`config.mk`:
```
export PLATFORM = sky130hd
export DESIGN_NAME = bc_scheduler_flat
export DESIGN_NICKNAME = d
export VERILOG_FILES = /design/src/rtl/bc_sched_pkg.sv /design/src/rtl/bc_scheduler_if.sv /design/src/rtl/bc_rr_arb2.sv /design/src/rtl/bc_scheduler.sv /design/src/flat_wrapper.sv
export SDC_FILE = /design/constraint.sdc
export NUM_CORES = 1
export LEC_CHECK = 0
export CAP_MARGIN = 10
export CORE_MARGIN = 3
export CORE_UTILIZATION = 39
export DETAILED_ROUTE_END_ITERATION = 7
export GPL_ROUTABILITY_DRIVEN = 0
export MAX_ROUTING_LAYER = met4
export PLACE_DENSITY = 0.78
export SYNTH_ARGS = -nofsm -noshare
export SYNTH_HDL_FRONTEND = slang
export SYNTH_SLANG_ARGS = --single-unit
```
`constraint.sdc`:
```
create_clock -name clk -period 1.8 [get_ports clk]
set_input_delay 0.36 -clock clk [delete_from_list [all_inputs] [get_ports clk]]
set_output_delay 0.36 -clock clk [all_outputs]
set_load 0.005 [all_outputs]
```
`src/rtl/bc_sched_pkg.sv`:
```
// Shared constants for the two-requester control-block scheduler:
// state encoding and default operand/watchdog sizing.
package bc_sched_pkg;

  localparam int unsigned W_DEF       = 8;
  localparam int unsigned TIMEOUT_DEF = 32;
  localparam int unsigned CW_DEF      = 6;

  typedef enum logic [2:0] {
    S_IDLE   = 3'd0,
    S_CLEAR  = 3'd1,
    S_LAUNCH = 3'd2,
    S_WAIT   = 3'd3,
    S_DONE   = 3'd4
  } state_t;

endpackage

```
`src/rtl/bc_scheduler_if.sv`:
```
// Requester-side and control-block-side signals of bc_scheduler.
// master = scheduler view, slave = surrounding environment view.
interface bc_scheduler_if
  import bc_sched_pkg::*;
#(
  parameter int unsigned W = W_DEF
);

  logic [1:0]   req;
  logic [W-1:0] x0;
  logic [W-1:0] x1;
  logic [1:0]   ack;
  logic [W-1:0] result;
  logic         err;
  logic         busy;
  logic         dp_rst;
  logic         dp_start;
  logic [W-1:0] dp_x;
  logic         dp_finished;
  logic [W-1:0] dp_result;

  modport master (
    input  req, x0, x1, dp_finished, dp_result,
    output ack, result, err, busy, dp_rst, dp_start, dp_x
  );

  modport slave (
    output req, x0, x1, dp_finished, dp_result,
    input  ack, result, err, busy, dp_rst, dp_start, dp_x
  );

endinterface

```
`src/rtl/bc_rr_arb2.sv`:
```
// Combinational two-way round-robin pick; the pointer names the favoured
// requester when both ask, and always moves to the one not granted.
module bc_rr_arb2 (
  input  logic [1:0] req,
  input  logic       rr_ptr,
  output logic       gid_c,
  output logic       valid_c,
  output logic       ptr_nxt_c
);

  assign valid_c   = |req;
  assign gid_c     = (req == 2'b11) ? rr_ptr : req[1];
  assign ptr_nxt_c = ~gid_c;

endmodule

```
`src/rtl/bc_scheduler.sv`:
```
// Shares one control block + datapath between two requesters: clear, launch,
// wait for finished, capture S, ack. Optional watchdog: BC_SCHED_WATCHDOG_EN.
module bc_scheduler
  import bc_sched_pkg::*;
#(
  parameter int unsigned W       = W_DEF,
  parameter int unsigned TIMEOUT = TIMEOUT_DEF,
  parameter int unsigned CW      = CW_DEF
) (
  input logic            clk,
  input logic            RST,
  bc_scheduler_if.master bus
);

  if ((64'd1 << CW) <= 64'(TIMEOUT)) begin : g_cw_check
    $error("bc_scheduler: CW too narrow to count to TIMEOUT");
  end

  state_t       state, state_nxt;
  logic         rr_ptr, rr_ptr_nxt;
  logic         gid, gid_nxt;
  logic [W-1:0] x_q, x_nxt;
  logic [W-1:0] result_q, result_nxt;
  logic [1:0]   ack_q, ack_nxt;
  logic         err_q, err_nxt;
  logic         busy_q, busy_nxt;
  logic         dp_rst_q, dp_rst_nxt;
  logic         dp_start_q, dp_start_nxt;
  logic         arb_gid_c, arb_valid_c, arb_ptr_c;
`ifdef BC_SCHED_WATCHDOG_EN
  logic [CW-1:0] wd_cnt, wd_nxt;
`endif

  bc_rr_arb2 u_arb (
    .req      (bus.req),
    .rr_ptr   (rr_ptr),
    .gid_c    (arb_gid_c),
    .valid_c  (arb_valid_c),
    .ptr_nxt_c(arb_ptr_c)
  );

  // Next state; outputs are decoded from the next state so they are registered.
  always_comb begin
    state_nxt  = S_IDLE;
    rr_ptr_nxt = rr_ptr;
    gid_nxt    = gid;
    x_nxt      = x_q;
    result_nxt = result_q;
    ack_nxt    = 2'b00;
    err_nxt    = 1'b0;
`ifdef BC_SCHED_WATCHDOG_EN
    wd_nxt     = wd_cnt;
`endif
    case (state)
      S_IDLE: begin
        if (arb_valid_c) begin
          gid_nxt    = arb_gid_c;
          rr_ptr_nxt = arb_ptr_c;
          x_nxt      = arb_gid_c ? bus.x1 : bus.x0;
          state_nxt  = S_CLEAR;
        end else begin
          state_nxt  = S_IDLE;
        end
      end
      S_CLEAR:  state_nxt = S_LAUNCH;
      S_LAUNCH: begin
        state_nxt = S_WAIT;
`ifdef BC_SCHED_WATCHDOG_EN
        wd_nxt    = '0;
`endif
      end
      S_WAIT: begin
        if (bus.dp_finished) begin
          state_nxt  = S_DONE;
          result_nxt = bus.dp_result;
          ack_nxt    = gid ? 2'b10 : 2'b01;
        end
`ifdef BC_SCHED_WATCHDOG_EN
        else if (wd_cnt == CW'(TIMEOUT - 1)) begin
          state_nxt  = S_DONE;
          result_nxt = '0;
          ack_nxt    = gid ? 2'b10 : 2'b01;
          err_nxt    = 1'b1;
        end else begin
          state_nxt  = S_WAIT;
          wd_nxt     = wd_cnt + CW'(1);
        end
`else
        else begin
          state_nxt  = S_WAIT;
        end
`endif
      end
      S_DONE:  state_nxt = S_IDLE;
      default: state_nxt = S_IDLE;
    endcase
    busy_nxt     = (state_nxt != S_IDLE);
    dp_rst_nxt   = (state_nxt == S_CLEAR) || (state_nxt == S_DONE);
    dp_start_nxt = (state_nxt == S_LAUNCH);
  end

  always_ff @(posedge clk) begin
    if (RST) begin
      state      <= S_IDLE;
      rr_ptr     <= 1'b0;
      gid        <= 1'b0;
      x_q        <= '0;
      result_q   <= '0;
      ack_q      <= 2'b00;
      err_q      <= 1'b0;
      busy_q     <= 1'b0;
      dp_rst_q   <= 1'b1;
      dp_start_q <= 1'b0;
`ifdef BC_SCHED_WATCHDOG_EN
      wd_cnt     <= '0;
`endif
    end else begin
      state      <= state_nxt;
      rr_ptr     <= rr_ptr_nxt;
      gid        <= gid_nxt;
      x_q        <= x_nxt;
      result_q   <= result_nxt;
      ack_q      <= ack_nxt;
      err_q      <= err_nxt;
      busy_q     <= busy_nxt;
      dp_rst_q   <= dp_rst_nxt;
      dp_start_q <= dp_start_nxt;
`ifdef BC_SCHED_WATCHDOG_EN
      wd_cnt     <= wd_nxt;
`endif
    end
  end

  assign bus.ack      = ack_q;
  assign bus.result   = result_q;
  assign bus.err      = err_q;
  assign bus.busy     = busy_q;
  assign bus.dp_rst   = dp_rst_q;
  assign bus.dp_start = dp_start_q;
  assign bus.dp_x     = x_q;

endmodule

```
`src/flat_wrapper.sv`:
```
// flat-port wrapper written by rule: the top's interface ports become plain ports
module bc_scheduler_flat import bc_sched_pkg::*;
#(
  parameter int unsigned W       = W_DEF,
  parameter int unsigned TIMEOUT = TIMEOUT_DEF,
  parameter int unsigned CW      = CW_DEF
)
  (clk, RST, bus_req, bus_x0, bus_x1, bus_dp_finished, bus_dp_result, bus_ack, bus_result, bus_err, bus_busy, bus_dp_rst, bus_dp_start, bus_dp_x);
  bc_scheduler_if #(.W(W)) bus_i ();
  input logic clk;
  input logic RST;
  input wire logic [$bits(bus_i.req)-1:0] bus_req;
  input wire logic [$bits(bus_i.x0)-1:0] bus_x0;
  input wire logic [$bits(bus_i.x1)-1:0] bus_x1;
  input wire logic [$bits(bus_i.dp_finished)-1:0] bus_dp_finished;
  input wire logic [$bits(bus_i.dp_result)-1:0] bus_dp_result;
  output wire logic [$bits(bus_i.ack)-1:0] bus_ack;
  output wire logic [$bits(bus_i.result)-1:0] bus_result;
  output wire logic [$bits(bus_i.err)-1:0] bus_err;
  output wire logic [$bits(bus_i.busy)-1:0] bus_busy;
  output wire logic [$bits(bus_i.dp_rst)-1:0] bus_dp_rst;
  output wire logic [$bits(bus_i.dp_start)-1:0] bus_dp_start;
  output wire logic [$bits(bus_i.dp_x)-1:0] bus_dp_x;
  assign bus_i.req = bus_req;
  assign bus_i.x0 = bus_x0;
  assign bus_i.x1 = bus_x1;
  assign bus_i.dp_finished = bus_dp_finished;
  assign bus_i.dp_result = bus_dp_result;
  assign bus_ack = bus_i.ack;
  assign bus_result = bus_i.result;
  assign bus_err = bus_i.err;
  assign bus_busy = bus_i.busy;
  assign bus_dp_rst = bus_i.dp_rst;
  assign bus_dp_start = bus_i.dp_start;
  assign bus_dp_x = bus_i.dp_x;
  bc_scheduler #(.W(W), .TIMEOUT(TIMEOUT), .CW(CW)) u_core (.clk(clk), .RST(RST), .bus(bus_i));
endmodule
```
---- Yosys cells after proc, flatten, opt, wreduce, memory -nomap -nowiden ----
Index checks and enable logic that the tools add are counted.
word-level totals
  output and inout port bits .............. 22
  register bits ........................... 26
operators by class
  equality and inequality tests ........... 7
  bitwise logic cells ..................... 3
  reduce and logical (&&, ||, !) cells .... 7
  muxes and demuxes ....................... 6
operators by type and width
  operator                                        number
  one-hot mux 3 bit (4 select lines)              1
  == test 3 x 2 -> 1 bit (second input constant)  3
  two-way mux 8 bit                               1
  == test 3 x 1 -> 1 bit (second input constant)  2
  AND reduction 2 bit                             2
  == test 3 bit (second input constant)           1
  zero test 3 bit                                 1
  two-way mux 3 bit                               1
  NOT 1 bit                                       3
  nonzero test 3 bit                              1
  OR reduction 3 bit                              1
  == test 2 bit (second input constant)           1
  two-way mux 1 bit                               2
  two-way mux 2 bit                               1
  OR reduction 2 bit                              1
  logical OR 1 bit                                1

---- Depth between registers and ports, before layout ----
  depth in word-level cells ............... 5
  mapped depth ............................ 4

---- Modules after synthesis ----
From an unflattened synthesis, not the netlist that was laid out.
second synthesis, totals
  cells, all modules ...................... 91
  area, all modules ....................... 998.5 µm²
modules (own cells, without submodules)
  module        area an instance (µm²)  cells an instance  sequential area each (µm²)  times used
  bc_scheduler  975.9                   87                 520.5                       1
  bc_rr_arb2    22.5                    4                  0.0                         1

---- Worst setup path after synthesis ----
Ideal clock, no wire load.
  kind .................................... reg-to-reg
  from .................................... register u_core.state[2]
  to ...................................... register u_core.x_q[0] (netlist: u_core.bus.dp_x[0])
  clock period less this slack ............ 1.438 ns
  setup time .............................. 0.060 ns
  path buffers ............................ 1
  stages on the path, launching flop included .. 5
  path slack .............................. 0.362 ns
  arrival ................................. 1.377 ns
  cell sequence ........................... dfxtp_1 or4b_1 buf_6 nor4b_2 a221o_1
on the way
  cells in the longest elaborated chain, start to end .. 2
ends and longest elaborated chain
  item                           RTL line             text
  start: declaration             bc_scheduler.sv:19   state_t state, state_nxt;
  start signal: assignment       bc_scheduler.sv:118  state <= state_nxt;
  zero test 3 bit                bc_scheduler.sv:54   case (state)
  AND reduction 2 bit (no line)  -
  end signal: assignment         bc_scheduler.sv:121  x_q <= x_nxt;
  end: declaration               bc_scheduler.sv:22   logic [W-1:0] x_q, x_nxt;
No other way between the ends.
A chain may end at the register's enable or synchronous reset.

---- Final worst setup path ----
  from .................................... input bus_req[0]
  to ...................................... register u_core.x_q[4] (netlist: u_core.bus.dp_x[4])
on the way
  cells in the longest elaborated chain, start to end .. 3
  elaborated cells between the ends (all ways) .. 5
  classes of those cells .................. eq/ne (1); mux (2); reduce/logical (2)
ends and longest elaborated chain
  item                RTL line            text
  start: declaration  flat_wrapper.sv:12  input wire logic [$bits(bus_i.req)-1:0] bus_req;
  == test 2 bit       bc_rr_arb2.sv:12    assign gid_c = (req == 2'b11) ? rr_ptr : req[1];
  two-way mux 1 bit   bc_rr_arb2.sv:12
  two-way mux 8 bit   bc_scheduler.sv:59  x_nxt = arb_gid_c ? bus.x1 : bus.x0;
Several ways; a longest one is shown, not always the timed one.

==> metrics.txt <==
average via count per standard cell=5.26; Area Growth Syn to Fin=55.6%; max_cap viols=0; CP Cell Sequence=clkdlybuf4s50_1 -> or4b_4 -> a211oi_4 -> a221o_1; DIE WIDTH=57.3 um; number of setup violations in the final report=0; Post-synth EDFFs=0; site row count=17; Mean Syn Cell Area=12.1 sq um; Pre-antenna DRT Iters=4; Rel. slew slack=61.6%; peak supply drop=0.535 mV; vias in the first global route=932; CP arrival=1.89 ns; Post-Syn Area=1020 sq um; setup bufs post-CTS=0; max-slew violations=0; die area=3280 sq um; CTS buffer count=3; cells after synthesis=85; Yosys reg bits=26; H-tree depth=1; Vias=884; top cell type's share of synthesized area=50.8%; Critical Path End=u_core.bus.dp_x[4]$_SDFFE_PP0P_; DRT antenna net count=0; worst endpoint required time=2.06 ns; PostCTS Resize Cnt=0; most frequent cells in the layout=clkdlybuf4s50_1, dfxtp_1, buf_4; worst stage delay on the critical path=0.49 ns; CP startpoint kind=input port; clock sinks=26; Main synth FF type=dfxtp_1; r2r setup slk=0.20 ns; # diodes=0; syn_nets=114; Synth cell types=26; Post-Place Cell Area=1570 sq um; Overflow after GRT=0; DP HPWL=1840 um; Die Ht=57.3 um; worst min path class=reg2reg; core footprint=2340 sq um; final WL=2390 um; kind of critical path=in2reg; IO Pins=51; Non-Filler Instances=168; Leak=0.591 nW; TritonCTS clock tree=built; PwrDens=745 nW/um^2; Tmin final=1.63 ns; Clock Path Buffers=2; CP max FO=8; R2R cell count=3; Async SR Flop Fraction=0%; largest net degree at the start of global routing=14; drt drc=0; Clk Latency, worst-skew pair=0.31 ns; reg-to-reg startpoint=u_core.state[2]$_SDFF_PP0_; CP startpoint=bus_req[0]; share of cells above drive strength 1=17.1%; cells taking the most area after synthesis=dfxtp_1, nor4b_2, a221o_1; skew final=0.00194 ns; Fin. Hold Viols=0; Synth area leader=dfxtp_1; final worst path period share=90.7%; RSZ-0062 raised after global routing=false; initial cell density of the core=43.8%; post-route cell area=1590 sq um; Nets=171; hold buffer count at cts=0; fmax=612 MHz; Core Util, Final=68.1%; first-pass GRT wire length=4040 um; sequential-to-total area share from yosys stat=50.8%; DR iter-0 viols=16; Clock Pin Slew Worst Setup and Hold Paths=0.13 ns; Root Buffer=clkbuf_4; reg2reg end=u_core.bus.dp_x[4]$_SDFFE_PP0P_; Yosys warnings=0; Worst path slowest cell=or4b_4; initial antenna violation count=0; Worst Hold Slack=0.479 ns; Placed Cells incl. Taps=165; GR Util All Layers=15.9%; CP Capture Type=flip-flop; routed length per instance=14.2 um; commonest non-fill, non-tap cell in the layout=clkdlybuf4s50_1; IO buf count=49; status=complete, no violations; worst slew pin tran=0.574 ns
cell usage after synthesis (all sizes together) (2+ instances only):
cell type and instances:
a211oi 2, a21oi 3, a221o 8, a22o 8, buf 5, dfxtp 26, nand2 4, nor2 4
nor2b 2, nor3 2, nor4b 9, or2 2, or4b 2
critical path: cells and delay by family:
family,cells,cell delay (ns)
AOI/OAI and AO/OA,2,0.56
and+or+nand+nor,1,0.49
buffers and inverters,1,0.48
report_power, final:
part	internal [mW]	total [mW]	switching (mW)	leakage (nW)
Clock	0.0782	0.236	0.158	0.0138
Combinational	0.185	0.290	0.106	0.364
Sequential	0.623	0.660	0.0374	0.213
flip-flops by register name, summed over array words and instances, names as in the netlist:
signal and cells:
u_core.bus.ack 2, u_core.bus.dp_rst 1, u_core.bus.busy 1, u_core.bus.result 8
u_core.bus.dp_start 1, u_core.state 3, u_core.rr_ptr 1, u_core.gid 1
u_core.bus.dp_x 8
cell families (layout without fill, tap and decap cells):
kind of cell | after synthesis | count (layout) | synth area share, %
DFF | 26 | 26 | 50.8
buffers and inverters | 6 | 61 | 4.52
AOI/OAI and AO/OA | 22 | 22 | 19.7
other | 1 | 1 | 0.366
and+or+nand+nor | 30 | 30 | 24.7
worst min path at each step:
stage | start | slack [ns] | depth (start not counted) | end
after floorplan | u_core.gid$_SDFFE_PP0P_ | 0.42 | 1 | u_core.bus.ack[0]$_SDFF_PP0_
after global placement | u_core.bus.result[3]$_SDFFE_PP0P_ | 0.46 | 1 | u_core.bus.result[3]$_SDFFE_PP0P_
after detailed placement | u_core.bus.result[1]$_SDFFE_PP0P_ | 0.46 | 1 | u_core.bus.result[1]$_SDFFE_PP0P_
after CTS | u_core.gid$_SDFFE_PP0P_ | 0.48 | 1 | u_core.bus.ack[0]$_SDFF_PP0_
after global routing | u_core.gid$_SDFFE_PP0P_ | 0.51 | 1 | u_core.bus.ack[0]$_SDFF_PP0_
final | u_core.gid$_SDFFE_PP0P_ | 0.48 | 1 | u_core.bus.ack[0]$_SDFF_PP0_
layout make-up:
type / instances / area (sq um)
Clock buffer: 3 / 22.5
Timing Repair Buffer: 58 / 558
Tap cell: 28 / 35.0
Multi-Input combinational cell: 53 / 458
Fill cell: 194 / 746
Sequential cell: 26 / 520
metrics by stage:
step | TNS, ns | setup slack, ns | total power, mW
6_report | 0 | 0.167 | 1.19
5_1_grt | 0 | 0.109 | 1.26
4_1_cts | 0 | 0.194 | 1.20
3_5_place_dp | -1.16 | -0.150 | 0.963
3_3_place_gp | -1.09 | -0.137 | 0.957
2_1_floorplan | 0 | 0.362 | 0.799
metal layers:
layer | vias to the layer above | share of wire (%) | wire [um] | global-route usage, %
li1 | 443 | - | - | -
met1 | 402 | 45 | 1080 | 19.8
met2 | 39 | 45 | 1070 | 25.0
met3 | 0 | 10 | 239 | 4.52
met4 | 0 | 0 | 0 | 4.97
met5 | - | 0 | 0 | -
No activity file was read; power rests on OpenSTA's default activity.
